===== src/rtl/wb_port_arbiter_pkg.sv =====
// Shared definitions for the writeback port arbiter: default widths,
// the hardwired-zero register index and the lock FSM state encoding.
package wb_port_arbiter_pkg;

  localparam int ADDR_W_DEF = 5;
  localparam int DATA_W_DEF = 32;
  localparam int REG_ZERO   = 0;

  typedef enum logic {
    IDLE  = 1'b0,
    LOCK1 = 1'b1
  } arb_state_t;

endpackage


===== src/rtl/wb_port_arbiter_rr_pick2.sv =====
// Two-way round-robin picker: a lone requester always wins; under
// contention the requester that did not win last time is granted.
module rr_pick2
  import wb_port_arbiter_pkg::*;
(
  input  logic req_0,
  input  logic req_1,
  input  logic last_winner,
  output logic gnt_0,
  output logic gnt_1
);

  // Grant selection from the request pair and the previous winner.
  always_comb begin
    gnt_0 = 1'b0;
    gnt_1 = 1'b0;
    if (req_0 && req_1) begin
      gnt_0 = last_winner;
      gnt_1 = ~last_winner;
    end else begin
      gnt_0 = req_0;
      gnt_1 = req_1;
    end
  end

endmodule


===== src/rtl/wb_port_arbiter.sv =====
// Writeback port arbiter: shares the register-file write port between the
// single-cycle ALU path (requester 0) and the multi-cycle unit
// (requester 1). Round-robin with a bounded burst lock for requester 1.
// Grants are combinational; the write port itself is fully registered.
module wb_port_arbiter
  import wb_port_arbiter_pkg::*;
#(
  parameter int DATA_W   = DATA_W_DEF,
  parameter int ADDR_W   = ADDR_W_DEF,
  parameter int LOCK_MAX = 4
)
(
  input  logic              clk,
  input  logic              reset,
  input  logic              req_0,
  input  logic [ADDR_W-1:0] addr_0,
  input  logic [DATA_W-1:0] data_0,
  output logic              gnt_0,
  input  logic              req_1,
  input  logic              lock_1,
  input  logic [ADDR_W-1:0] addr_1,
  input  logic [DATA_W-1:0] data_1,
  output logic              gnt_1,
  output logic              selecter,
  output logic              wr_en,
  output logic [ADDR_W-1:0] wr_addr,
  output logic [DATA_W-1:0] wr_data,
  output logic              lock_expired
);

  localparam logic [3:0]        LOCK_MAX_C = 4'(LOCK_MAX);
  localparam logic [ADDR_W-1:0] ZERO_ADDR  = ADDR_W'(REG_ZERO);

  arb_state_t        state_r;
  logic [3:0]        count_r;
  logic              last_winner_r;
  logic              relock_block_r;

  logic              forced_s;
  logic              hold_s;
  logic              pick_last_s;
  logic              pick_gnt_0_s;
  logic              pick_gnt_1_s;
  logic              enter_lock_s;
  logic              xfer_s;
  logic [ADDR_W-1:0] xfer_addr_s;
  logic [DATA_W-1:0] xfer_data_s;

  // A forced release arbitrates as if requester 1 had just won, so a
  // waiting requester 0 gets the port.
  rr_pick2 u_pick (
    .req_0       (req_0),
    .req_1       (req_1),
    .last_winner (pick_last_s),
    .gnt_0       (pick_gnt_0_s),
    .gnt_1       (pick_gnt_1_s)
  );

  // Lock qualification, final grants and the selected transfer payload.
  always_comb begin
    forced_s = 1'b0;
    hold_s   = 1'b0;
    if ((state_r == LOCK1) && lock_1) begin
      if (count_r == LOCK_MAX_C) begin
        forced_s = 1'b1;
      end else begin
        hold_s = 1'b1;
      end
    end else begin
      forced_s = 1'b0;
      hold_s   = 1'b0;
    end

    pick_last_s = forced_s ? 1'b1 : last_winner_r;

    gnt_0 = 1'b0;
    gnt_1 = 1'b0;
    if (reset) begin
      gnt_0 = 1'b0;
      gnt_1 = 1'b0;
    end else if (hold_s) begin
      // Locked: requester 0 is shut out even when requester 1 idles.
      gnt_0 = 1'b0;
      gnt_1 = req_1;
    end else begin
      gnt_0 = pick_gnt_0_s;
      gnt_1 = pick_gnt_1_s;
    end

    // Re-locking straight out of a forced release is not allowed.
    enter_lock_s = gnt_1 && lock_1 && !hold_s && !forced_s && !relock_block_r;

    xfer_s = gnt_0 | gnt_1;
    if (gnt_1) begin
      xfer_addr_s = addr_1;
      xfer_data_s = data_1;
    end else begin
      xfer_addr_s = addr_0;
      xfer_data_s = data_0;
    end
  end

  // Lock FSM, round-robin history and registered write-port outputs.
  always_ff @(posedge clk) begin
    if (reset) begin
      state_r        <= IDLE;
      count_r        <= 4'd0;
      last_winner_r  <= 1'b1;
      relock_block_r <= 1'b0;
      selecter       <= 1'b0;
      wr_en          <= 1'b0;
      wr_addr        <= '0;
      wr_data        <= '0;
      lock_expired   <= 1'b0;
    end else begin
      case (state_r)
        IDLE: begin
          if (enter_lock_s) begin
            state_r <= LOCK1;
            count_r <= 4'd1;
          end else begin
            state_r <= IDLE;
            count_r <= 4'd0;
          end
        end
        LOCK1: begin
          if (hold_s) begin
            state_r <= LOCK1;
            count_r <= count_r + 4'd1;
          end else begin
            state_r <= IDLE;
            count_r <= 4'd0;
          end
        end
        default: begin
          state_r <= IDLE;
          count_r <= 4'd0;
        end
      endcase

      if (gnt_0) begin
        last_winner_r <= 1'b0;
      end else if (gnt_1) begin
        last_winner_r <= 1'b1;
      end else begin
        last_winner_r <= last_winner_r;
      end

      // Block clears after requester 0 is served or has nothing pending.
      if (forced_s) begin
        relock_block_r <= 1'b1;
      end else if (relock_block_r && (gnt_0 || !req_0)) begin
        relock_block_r <= 1'b0;
      end else begin
        relock_block_r <= relock_block_r;
      end

      lock_expired <= forced_s;

      if (xfer_s) begin
        selecter <= gnt_1;
        wr_addr  <= xfer_addr_s;
        wr_data  <= xfer_data_s;
        wr_en    <= (xfer_addr_s != ZERO_ADDR);
      end else begin
        wr_en    <= 1'b0;
      end
    end
  end

endmodule


===== config.mk =====
export PLATFORM = sky130hd
export DESIGN_NAME = wb_port_arbiter
export DESIGN_NICKNAME = d
export VERILOG_FILES = /design/src/rtl/wb_port_arbiter_pkg.sv /design/src/rtl/wb_port_arbiter_rr_pick2.sv /design/src/rtl/wb_port_arbiter.sv
export SDC_FILE = /design/constraint.sdc
export NUM_CORES = 1
export LEC_CHECK = 0
export CAP_MARGIN = 15
export CORE_MARGIN = 2
export CORE_UTILIZATION = 35
export DETAILED_ROUTE_END_ITERATION = 10
export GPL_ROUTABILITY_DRIVEN = 1
export PLACE_DENSITY_LB_ADDON = 0.3
export SLEW_MARGIN = 20
export SYNTH_ARGS = -nofsm -noshare
export SYNTH_HDL_FRONTEND = slang
export SYNTH_HIERARCHICAL = 1
export SYNTH_SLANG_ARGS = --single-unit

===== constraint.sdc =====
create_clock -name clk -period 3.96 [get_ports clk]
set_clock_uncertainty 0.05 [all_clocks]
set_input_delay 0.594 -clock clk [delete_from_list [all_inputs] [get_ports clk]]
set_output_delay 0.594 -clock clk [all_outputs]
set_load 0.01 [all_outputs]

==> metrics, run 1 <==
status=finished clean; met1 wire length=about 3200 um; cell repeated most along the worst path=clkdlybuf4s50_1; shortest clock period the worst path allows after layout=about 3.5 ns; aggregate global-route resource usage=18.4%; routability congestion estimate=0.792; portion of the clock cycle consumed by the worst path in the final layout=around 90%; highest ir drop seen on vdd=roughly 0.00012 V; crit path DAT=a little under 3 ns; most common cell after layout, fill and taps aside=clkdlybuf4s50_1; unique cell type count in the Yosys netlist=40; global-route wire length before repair=about 11000 um; Tightest Pin Transition=0.803 ns; number of antenna diodes=0; post-synthesis sequential element count=47; Peak Freq=around 280 MHz; area leader, netlist=dfxtp_1; highest signal layer in the routed design=met4; GR Overflow Total=0; count of hold-fix buffers inserted at cts=0; leading cell types by total area after synthesis=dfxtp_1, a311oi_2, nand2_1; HP Class=reg2reg; placed cell areas=approximately 3700 um2; Area Growth Syn to Fin=53.0%; antenna violations before repair=0; post-synthesis instance total=approximately 270; Critical Path RT=3.32 ns; element type at the critical path end=primary output; mean instance size in the synthesized netlist=~9 um2; CP Class=in2out; routed wl met3=~570 um; post-synthesis instance area=about 2500 um2; initial DRC count=53; slowest cell on the critical path=clkdlybuf4s50_1; critical path launch point type=input pin; TNS Setup=0 ns; root buffer cell=clkbuf_8; initial core utilization=36.2%; leakage power total=between 1 and 1.5 nW; TritonCTS clock tree=built; max-slew violation count=0; Chip Height=87.8 um; clk slew on worst S/H paths=roughly 0.090 ns; cell breakdown of the critical path=clkdlybuf4s50_1 > nand2_1 > nor2_1 > or2_2 > a21boi_1 > a21boi_4 > o21ai_0 > inv_1 > clkdlybuf4s50_1; area of the core=between 6000 and 7000 um2; number of setup violations in the final report=0; wire per inst=between 15 and 20 um; top fanout value on the critical path=8; Row Count=30; post-detailed-placement half-perimeter wirelength=roughly 5000 um; number of buffers added by the clock tree synthesis step=5; maximum number of pins on one net before global-route repair=33; count of max-cap constraint violations=0; final net count=between 400 and 500; Clock Latency Late Sink=0.29 ns; htree depth=2; share of post-route cells with drive strength above 1=about 14%; top library cells by usage in the layout, fill and taps aside=clkdlybuf4s50_1, nand2_1, dfxtp_1, a21oi_1, a311oi_2; YS warnings=6; total length of routed wires=approximately 7000 um; buffers from clock root to sink, at most=2; Remaining DRCs=0; Die W=between 80 and 90 um; Detailed Routing Iterations Pass 1=4; Post CTS Setup Buffer Count=0; clock sinks=47; DIE AREA=about 7700 um2; Yosys top cell area share=around two fifths; mean number of vias per cell=about 5.1; power density normalized to cell area=between 300 and 400 nW/um2; count of antenna-violating nets left after detailed routing=0; Port Buffer Count=120; headroom to the max-slew limit=a little under half; number of primary I/O pins=121; met2 wire length=~3300 um; RSZ-0062 raised after global routing=false; number of global-route vias before repair=~2400; PostCTS Resize Cnt=0; part of the Yosys area used for sequential elements=roughly two fifths; Final Hold Vio Count=0; fin area=roughly 3800 um2; critical path's largest stage delay=0.53 ns; number of nets in the synthesized netlist=between 300 and 400; number of vias in the routed layout=2441
==> through the flow <==
| stage | power (mW) | util (%) | std cells | setup slack, ns | hold slack (ns) |
|---|---|---|---|---|---|
| after floorplan | 0.712 | - | 273 | 1.53 | 0.396 |
| after global placement | 0.885 | 53.8 | 470 | 0.500 | 0.406 |
| after detailed placement | 0.893 | 54.2 | 471 | 0.440 | 0.413 |
| after CTS | 1.18 | 55.4 | 479 | 0.443 | 0.425 |
| after global routing | 1.23 | 55.4 | 479 | 0.256 | 0.450 |
| final | 1.16 | 55.4 | 479 | 0.431 | 0.427 |
==> cells in the mapped netlist <==
library cell  instances
xor2_1                1
and2_1                1
a21boi_4              1
a311oi_1              3
clkinv_2              1
and3b_1               1
a31oi_1               6
buf_6                 7
and3_1                1
and2_2                1
o21ai_1               1
xnor2_1               1
nor3_1                3
a311oi_2             29
a211oi_1              1
nor2_4                1
a21boi_1              2
or2_4                 1
a21o_4                1
inv_1                 5
o31ai_1               6
ha_1                  2
nand3b_4              1
and4_1                1
nor3b_1               1
or2_2                 1
dfxtp_1              47
nand2_1              69
clkbuf_1              5
or4b_1                1
a21oi_1              35
or4_1                 2
nor2_1                5
nand2b_1              1
nand3_1               7
a2111oi_0             1
buf_4                 3
o21ai_0               7
a211oi_2              1
buf_2                 9
==> worst paths after layout <==
check	start	to	slack (ns)	cells past startpoint
max	lock_1	gnt_1	0.43	9
max reg2reg	count_r[0]$_SDFF_PP0_	wr_en$_SDFF_PP0_	1.21	10
min	selecter$_SDFFE_PP0P_	selecter$_SDFFE_PP0P_	0.43	2
min reg2reg	selecter$_SDFFE_PP0P_	selecter$_SDFFE_PP0P_	0.43	2
==> layout make-up <==
class | count | area (um2)
clock inverter | 3 | 15.0
tap | 96 | 120
inverter | 6 | 23.8
multi-input combinational | 196 | 1330
sequential | 47 | 941
clock buffer | 5 | 68.8
fill | 612 | 3030
timing repair buffer | 126 | 1260
==> logic make-up (layout without fill, tap and decap cells) <==
kind of cell | after synthesis | after routing | share of synthesized area [%]
flip-flops | 47 | 47 | 38.3
buffers and inverters | 30 | 140 | 7.68
AND/OR/NAND/NOR | 98 | 98 | 18.3
XOR/XNOR | 2 | 2 | 0.712
adder cells (fa/ha/maj) | 2 | 2 | 1.02
AO/OA/AOI/OAI | 94 | 94 | 34.0
==> power breakdown <==
part / switching [mW] / total, mW / leakage [nW] / internal [mW]
Sequential: 0.0216 / 0.535 / 0.388 / 0.514
Combinational: 0.150 / 0.347 / 0.879 / 0.197
Clock: 0.158 / 0.280 / 0.0477 / 0.121
==> worst max-delay path: cells and delay by family <==
family	cells	cell delay, ns
AND/OR/NAND/NOR	3	0.50
buffers and inverters	3	1.05
AO/OA/AOI/OAI	3	0.73
==> state kept, by name, indices dropped and copies added, names as in the netlist <==
signal	flops
count_r	4
relock_block_r	1
selecter	1
wr_addr	5
wr_data	32
state_r	1
last_winner_r	1
wr_en	1
lock_expired	1
==> routing by layer <==
metal,vias up,global-route usage (%)
li1,1213,-
met1,1120,22.8
met2,100,31.1
met3,8,5.18
met4,0,5.31
met5,-,0
No activity file was read; power rests on OpenSTA's default activity.
==> run 2, diff against run 1 <==
Settings changed: TNS_END_PERCENT from default to 10.
==> results of run 2 <==
The final DEF is identical to that of run 1; final timing and power are the same.
